[src/rtl/uart_autobaud.sv]
// UART autobaud detector: times the falling edges of a 0x55 sync character
// and converts the span of 8 bit times into a uart_tx/uart_rx divisor.
module uart_autobaud #(
  parameter int CLK_FREQ       = 100,
  parameter int BAUD_DIV_WIDTH = 8,
  parameter int DEFAULT_DIV    = 129
) (
  input  logic                      clk,
  input  logic                      rst_n,
  input  logic                      en,
  input  logic                      rx,
  output logic [BAUD_DIV_WIDTH-1:0] baud_div,
  output logic                      busy,
  output logic                      ack,
  output logic                      err
);

  localparam int CLK_DIV = CLK_FREQ / 10;
  localparam int PW      = (CLK_DIV > 1) ? $clog2(CLK_DIV) : 1;
  localparam int TW      = BAUD_DIV_WIDTH + 6;
  localparam int DW      = TW + 2;

  typedef enum logic [1:0] {
    IDLE,
    ARMED,
    MEASURE,
    CHECK
  } state_t;

  state_t                    state_q, state_d;
  logic [2:0]                sync_q, sync_d;
  logic [PW-1:0]             pre_q, pre_d;
  logic [TW-1:0]             t_q, t_d;
  logic [TW-1:0]             p1_q, p1_d;
  logic [2:0]                ecnt_q, ecnt_d;
  logic [BAUD_DIV_WIDTH-1:0] div_q, div_d;
  logic                      busy_q, busy_d;
  logic                      ack_q, ack_d;
  logic                      err_q, err_d;

  logic          fall;
  logic          tick;
  logic          t_max;
  logic [TW:0]   q;
  logic [DW-1:0] t_ext;
  logic [DW-1:0] p1x4;
  logic [DW-1:0] dev;
  logic          bad;

  always_comb begin
    fall  = sync_q[2] & ~sync_q[1];
    tick  = (pre_q == PW'(CLK_DIV - 1));
    t_max = (t_q == '1);
    // rounded T/64, one bit wider than T so T near all-ones cannot wrap
    q     = ({1'b0, t_q} + (TW+1)'(32)) >> 6;
    t_ext = {2'b00, t_q};
    p1x4  = {p1_q, 2'b00};
    dev   = (t_ext >= p1x4) ? t_ext - p1x4 : p1x4 - t_ext;
    bad   = (q == '0) || (dev > {5'b00000, t_q[TW-1:3]});
  end

  always_comb begin
    state_d = state_q;
    sync_d  = {sync_q[1:0], rx};
    pre_d   = tick ? '0 : pre_q + PW'(1);
    t_d     = t_q;
    p1_d    = p1_q;
    ecnt_d  = ecnt_q;
    div_d   = div_q;
    ack_d   = 1'b0;
    err_d   = 1'b0;
    unique case (state_q)
      IDLE: begin
        if (en) state_d = ARMED;
      end
      ARMED: begin
        if (!en) begin
          state_d = IDLE;
        end else if (fall) begin
          state_d = MEASURE;
          t_d     = '0;
          ecnt_d  = '0;
          pre_d   = '0;
        end
      end
      MEASURE: begin
        if (tick && t_max) begin
          err_d   = 1'b1;
          state_d = IDLE;
        end else begin
          if (tick) t_d = t_q + TW'(1);
          if (fall) begin
            ecnt_d = ecnt_q + 3'd1;
            if (ecnt_q == 3'd0) p1_d = t_q;
            // verdict is registered here so it lands in the CHECK cycle
            if (ecnt_q == 3'd3) begin
              state_d = CHECK;
              t_d     = t_q;
              if (bad) begin
                err_d = 1'b1;
              end else begin
                ack_d = 1'b1;
                div_d = BAUD_DIV_WIDTH'(q - (TW+1)'(1));
              end
            end
          end
        end
      end
      CHECK: begin
        state_d = IDLE;
      end
      default: state_d = IDLE;
    endcase
    busy_d = (state_d != IDLE);
  end

  always_ff @(posedge clk or negedge rst_n) begin
    if (!rst_n) begin
      state_q <= IDLE;
      sync_q  <= 3'b111;
      pre_q   <= '0;
      t_q     <= '0;
      p1_q    <= '0;
      ecnt_q  <= '0;
      div_q   <= BAUD_DIV_WIDTH'(DEFAULT_DIV);
      busy_q  <= 1'b0;
      ack_q   <= 1'b0;
      err_q   <= 1'b0;
    end else begin
      state_q <= state_d;
      sync_q  <= sync_d;
      pre_q   <= pre_d;
      t_q     <= t_d;
      p1_q    <= p1_d;
      ecnt_q  <= ecnt_d;
      div_q   <= div_d;
      busy_q  <= busy_d;
      ack_q   <= ack_d;
      err_q   <= err_d;
    end
  end

  assign baud_div = div_q;
  assign busy     = busy_q;
  assign ack      = ack_q;
  assign err      = err_q;

endmodule

[config.mk]
export PLATFORM = sky130hd
export DESIGN_NAME = uart_autobaud
export DESIGN_NICKNAME = d
export VERILOG_FILES = /design/src/rtl/uart_autobaud.sv
export SDC_FILE = /design/constraint.sdc
export NUM_CORES = 1
export LEC_CHECK = 0
export BUFFER_PORTS_ARGS = -buffer_cell sky130_fd_sc_hd__buf_2
export CAP_MARGIN = 20
export CORE_ASPECT_RATIO = 1.5
export CORE_MARGIN = 2
export CORE_UTILIZATION = 40
export DETAILED_ROUTE_END_ITERATION = 12
export PLACE_DENSITY = 0.61
export RECOVER_POWER = 50
export SLEW_MARGIN = 10
export SYNTH_ARGS = -nofsm -noshare
export SYNTH_HDL_FRONTEND = slang
export SYNTH_SLANG_ARGS = --single-unit
[constraint.sdc]
create_clock -name clk -period 4.65 [get_ports clk]
set_input_delay 0.93 -clock clk [delete_from_list [all_inputs] [get_ports clk]]
set_output_delay 0.93 -clock clk [all_outputs]
set_load 0.01 [all_outputs]
# --- Yosys cells after proc, flatten, opt, wreduce, memory -nomap -nowiden ---
# Index checks and enable logic that the tools add are counted.
word_totals:
  register_bits: 51
  output_inout_bits: 11
  input_bits: 4
op_classes:
  reduce_logical: 11
  n_eq_ne: 11
  add_sub_neg: 7
  n_lt_le_gt_ge: 2
  mux: 34
  n_bitwise: 4
ops:
  columns: ["cell", "n"]
  rows:
  - ["$mux W14", 6]
  - ["$pmux W14 S2", 1]
  - ["$ge A14 B16 Y1", 1]
  - ["$gt A16 B11 Y1", 1]
  - ["$mux W16", 1]
  - ["$mux W4", 4]
  - ["$sub A14 B16 Y16", 1]
  - ["$sub A16 B14 Y16", 1]
  - ["$add A14 B6 Y15 const B", 1]
  - ["$logic_not A15 Y1", 1]
  - ["$reduce_and A5 Y1", 3]
  - ["$add A14 B1 Y14 const B", 1]
  - ["$eq A14 B14 Y1 const B", 1]
  - ["$mux W2", 6]
  - ["$mux W3", 4]
  - ["$mux W1", 10]
  - ["$ne A2 B2 Y1 const B", 4]
  - ["$pmux W2 S4", 1]
  - ["$sub A8 B1 Y8 const B", 1]
  - ["$pmux W3 S2", 1]
  - ["$add A4 B1 Y4 const B", 1]
  - ["$eq A2 B2 Y1 const B", 2]
  - ["$eq A4 B4 Y1 const B", 1]
  - ["$reduce_and A4 Y1", 1]
  - ["11 further kinds", 14]

# --- Depth between registers and ports, before layout ---
logic_depth:
  ltp_word: 9
  depth_mapped: 22
  depth_no_buf: 21

# --- Worst setup path before layout ---
# OpenSTA, ideal clock, no wires.
synth_timing:
  kind: "flip-flop to flip-flop"
  from: "register t_q[12]"
  to: "register div_q[2], in the netlist baud_div[2]"
  n_path_buf: 4
  t_arrival_ps: 4839
  synth_period_minus_slack_ps: 4964
  stages_incl_launch_ff: 22
  setup_slack_ps: -314
  setup_ps: 125
  path_cell_list: "dfrtp_1 > clkbuf_1 > inv_1 > ha_1 > clkbuf_1 > nand2_1 > nor4b_1 > a21oi_1 > o41ai_2 > buf_6 > clkbuf_1 > a21oi_1 > xor2_1 > ha_1 > a21o_1 > a211o_1 > a211o_1 > a32o_1 > nor3_1 > o2111ai_1 > nor3_4 > mux2_2"
synth_between:
  elab_chain_cells: 6
  elab_cells_between_ends: 13
  cone_classes: "add/sub (3); order compare (2); eq/ne (1); mux (1); bitwise (2); reduce/logical (4)"
synth_lines:
  columns: ["element", "line", "source"]
  rows:
  - ["start, declared", "33", "logic [TW-1:0] t_q, t_d;"]
  - ["start signal, assigned", "133", "t_q <= t_d;"]
  - ["$sub A16 B14 Y16 (tied with other cells)", "58", "dev = (t_ext >= p1x4) ? t_ext - p1x4 : p1x4 - t_ext;"]
  - ["$mux W16", "58", null]
  - ["$gt A16 B11 Y1", "59", "bad = (q == '0) || (dev > {5'b00000, t_q[TW-1:3]});"]
  - ["$logic_or A1 B1 Y1", "59", null]
  - ["$not A1 Y1 (no source line)", null, null]
  - ["$reduce_and A5 Y1 (no source line) *", null, null]
  - ["end signal, assigned", "125", "div_q <= BAUD_DIV_WIDTH'(DEFAULT_DIV);"]
  - ["end signal, assigned", "136", "div_q <= div_d;"]
  - ["end, declared", "36", "logic [BAUD_DIV_WIDTH-1:0] div_q, div_d;"]
# Mark *: on every way between the ends. The rest lies on a longest branch, timed or not.
# A chain may end at the register's enable or synchronous reset.

# --- Worst setup path in the final report ---
layout_timing:
  from: "register t_q[2]"
  to: "register div_q[2], in the netlist baud_div[2]"
layout_between:
  elab_chain_cells: 6
  elab_cells_between_ends: 14
  cone_classes: "add/sub (4); order compare (2); eq/ne (1); mux (1); bitwise (2); reduce/logical (4)"
layout_lines:
  columns: ["element", "line"]
  rows:
  - ["$sub A16 B14 Y16 (tied with other cells)", "58"]
  - ["$mux W16", "58"]
  - ["$gt A16 B11 Y1", "59"]
  - ["$logic_or A1 B1 Y1", "59"]
  - ["$not A1 Y1 (no source line)", null]
  - ["$reduce_and A5 Y1 (no source line)", null]
# Parallel ways exist; a longest one is shown, timed or not.

==> impl_metrics.env <==
export IMPL_outcome="finished, violations left"
export IMPL_violations="max-capacitance violations, max-slew violations, negative setup slack"
export IMPL_dieHeight_um=126
export IMPL_synth_top_family_by_area="simple AND/OR/NAND/NOR gates"
export IMPL_drive_gt1_frac=0.243
export IMPL_die_area_um2=10800
export IMPL_rrSetupSlack_ns=-0.05
export IMPL_wl_per_cell_um=16.6
export IMPL_layout_commonest_cell="buf_4"
export IMPL_finalClockSkew_ns=0.00923
export IMPL_ir_drop_mv=0.288
export IMPL_cts_max_level=2
export IMPL_cts_hold_buf=0
export IMPL_grt_max_degree=52
export IMPL_first_pass_iters=4
export IMPL_synth_compound_gate_area_share=0.160
export IMPL_hpwl_um=7990
export IMPL_worstSetupPathType="register to register"
export IMPL_hp_class="register to register"
export IMPL_slowest_delay_ns=0.39
export IMPL_vias=3523
export IMPL_max_freq_mhz=213
export IMPL_worstSkewPairLatency_ns=0.30
export IMPL_final_hold_violation_count=0
export IMPL_synthSimpleGateAreaFrac=0.191
export IMPL_max_cap_violations=1
export IMPL_ys_warn_count=0
export IMPL_start_util=0.411
export IMPL_hp_start="sync_q[0]"
export IMPL_worst_slew_pin_slew_ns=2.75
export IMPL_fin_hold_ws_ns=0.357
export IMPL_cts_buffers=5
export IMPL_routabilityCongestion=0.832
export IMPL_synth_seq_cells=51
export IMPL_crit_fanout=8
export IMPL_route_antenna_remaining_nets=0
export IMPL_rows=44
export IMPL_die_w_um=85.5
export IMPL_power_mw=2.44
export IMPL_cp_start_kind="register"
export IMPL_cts_root_buf="clkbuf_16"
export IMPL_viasPerCell=5.45
export IMPL_dp_cells=620
export IMPL_min_period_ns=4.70
export IMPL_layout_setup_ws_ns=-0.0457
export IMPL_hold_depth=0
export IMPL_synth_xor_area_frac=0.0769
export IMPL_timing_rr_start="t_q[2]"
export IMPL_fin_nets=577
export IMPL_worst_r2r_endpoint="baud_div[2]"
export IMPL_synth_cells=454
export IMPL_seq_area_frac_synth=0.322
export IMPL_muxShareOfSynthArea=0.0590
export IMPL_diodes=0
export IMPL_crit_cells=22
export IMPL_async_reset_ff_frac=1.00
export IMPL_ios=15
export IMPL_fin_crit_sh=1.01
export IMPL_grt_pass1_vias=3727
export IMPL_syn_nets=501
export IMPL_slew_violations=52
export IMPL_slowest_stage="dfrtp_1"
export IMPL_stdcell_count=646
export IMPL_hold_path_endpoint="sync_q[1]"
export IMPL_cp_end_kind="register"
export IMPL_cp_cell_sequence="inv_2 -> ha_4 -> inv_2 -> fa_2 -> a21o_1 -> a21oi_2 -> o21a_1 -> o41ai_4 -> buf_4 -> nor3b_2 -> a21oi_2 -> xor2_1 -> ha_1 -> a21o_1 -> a211o_1 -> a211o_1 -> a32o_2 -> nor3b_4 -> o2111ai_2 -> nor3_4 -> buf_12 -> mux2_4"
export IMPL_mostFrequentLayoutCells="buf_4, dfrtp_1, ha_1"
export IMPL_path_clk_slew_ns=0.07
export IMPL_track_usage=0.207
export IMPL_syn_area_per_cell_um2=8.78
export IMPL_fp_coreArea_um2=9690
export IMPL_relSlewSlack=-0.837
export IMPL_ys_flop_type="dfrtp_1"
export IMPL_setup_viol=7
export IMPL_dp_slack_ns=-0.0480
export IMPL_cts_tree="done"
export IMPL_critPathRequiredTime_ns=4.83
export IMPL_io_buffers=14
export IMPL_power_density_nw_per_um2=493
export IMPL_areaGrowthSynthToFinish_pct=24.3
export IMPL_p_leak_nw=2.36
export IMPL_clockBufferDepth=2
export IMPL_worst_path_buf_inv=4
export IMPL_grt_pass1_wl_um=17800
export IMPL_syn_cell_area_um2=3990
export IMPL_crit_family="compound AO/OA/AOI/OAI gates"
export IMPL_ys_types=57
export IMPL_globalRoute_totalOverflow=0
export IMPL_clock_sinks=51
export IMPL_drtIter0Drc=183
export IMPL_drc=0
export IMPL_synth_edf_count=0
export IMPL_antenna_found_initial=0
export IMPL_rsz0062_at_grt="yes"
export IMPL_reg2reg_depth=22
export IMPL_synthAdderAreaFrac=0.137
export IMPL_wirelength_um=10700
export IMPL_arrival_ns=4.87
[cells by family (layout without fill, tap and decap cells)]
group,after synthesis,in the layout
adders and majority gates,43,43
and+or+nand+nor,150,150
xor gates and xnor gates,35,35
muxes,22,22
AOI/OAI and AO/OA,101,101
buffers and inverters,52,129
DFF,51,51
[stage by stage]
step                 util  setup TNS (ns)  cell area [um^2]
floorplan               -               0              4000
global placement    0.471               0              4560
detailed placement  0.471          -0.243              4560
CTS                 0.503               0              4880
global route        0.511           -2.07              4950
finish              0.511          -0.298              4950
[cell usage after synthesis (12+ instances only)]
cell	count	share of area
xnor2_1	27	0.059
nand3_1	16	0.020
nand2_1	38	0.036
inv_1	35	0.033
ha_1	42	0.13
o21ai_0	32	0.040
a21oi_1	32	0.040
mux2_2	12	0.034
dfrtp_1	46	0.29
nor2_1	39	0.037
clkbuf_1	12	0.011
[worst max-delay path by stage]
stage          startpoint           to  slack (ns)
2_1_floorplan      t_q[9]  baud_div[2]       0.003
3_3_place_gp       t_q[2]  baud_div[3]        0.04
3_5_place_dp       t_q[2]  baud_div[6]       -0.05
4_1_cts            t_q[2]  baud_div[6]        0.01
5_1_grt            t_q[2]  baud_div[5]       -0.25
6_report           t_q[2]  baud_div[2]       -0.05
[metal layers]
metal  vias to the layer above  routed length [um]  track usage
met4                         0                 392       0.0934
met1                      1686                4420        0.232
met2                        69                5650        0.387
li1                       1739                   -            -
met3                        29                 240       0.0183
met5                         -                   0            0
[flip-flops by register name, summed over array words and instances (netlist names)]
signal    flops
ack           1
baud_div      8
busy          1
ecnt_q        3
err           1
p1_q         14
pre_q         4
state_q       2
sync_q        3
t_q          14
[power breakdown]
part           leakage, nW  switching [mW]  internal (mW)
sequential           0.673          0.0430          0.498
combinational         1.61           0.754          0.732
clock               0.0781           0.160          0.255
[what timing repair did]
item,in CTS,in global routing
endpoints found under the setup margin,7,9
pin swaps,16,20
setup buffers,15,3
gates resized for setup,11,14
[area by class of cell]
cell class | count | area [um^2]
Fill cell | 879 | 4730
Multi-Input combinational cell | 351 | 2610
Sequential cell | 51 | 1280
Timing Repair Buffer | 86 | 627
Tap cell | 115 | 144
Clock buffer | 7 | 133
Inverter | 35 | 131
Clock inverter | 1 | 30.0
No activity file was read; power rests on OpenSTA's default activity.
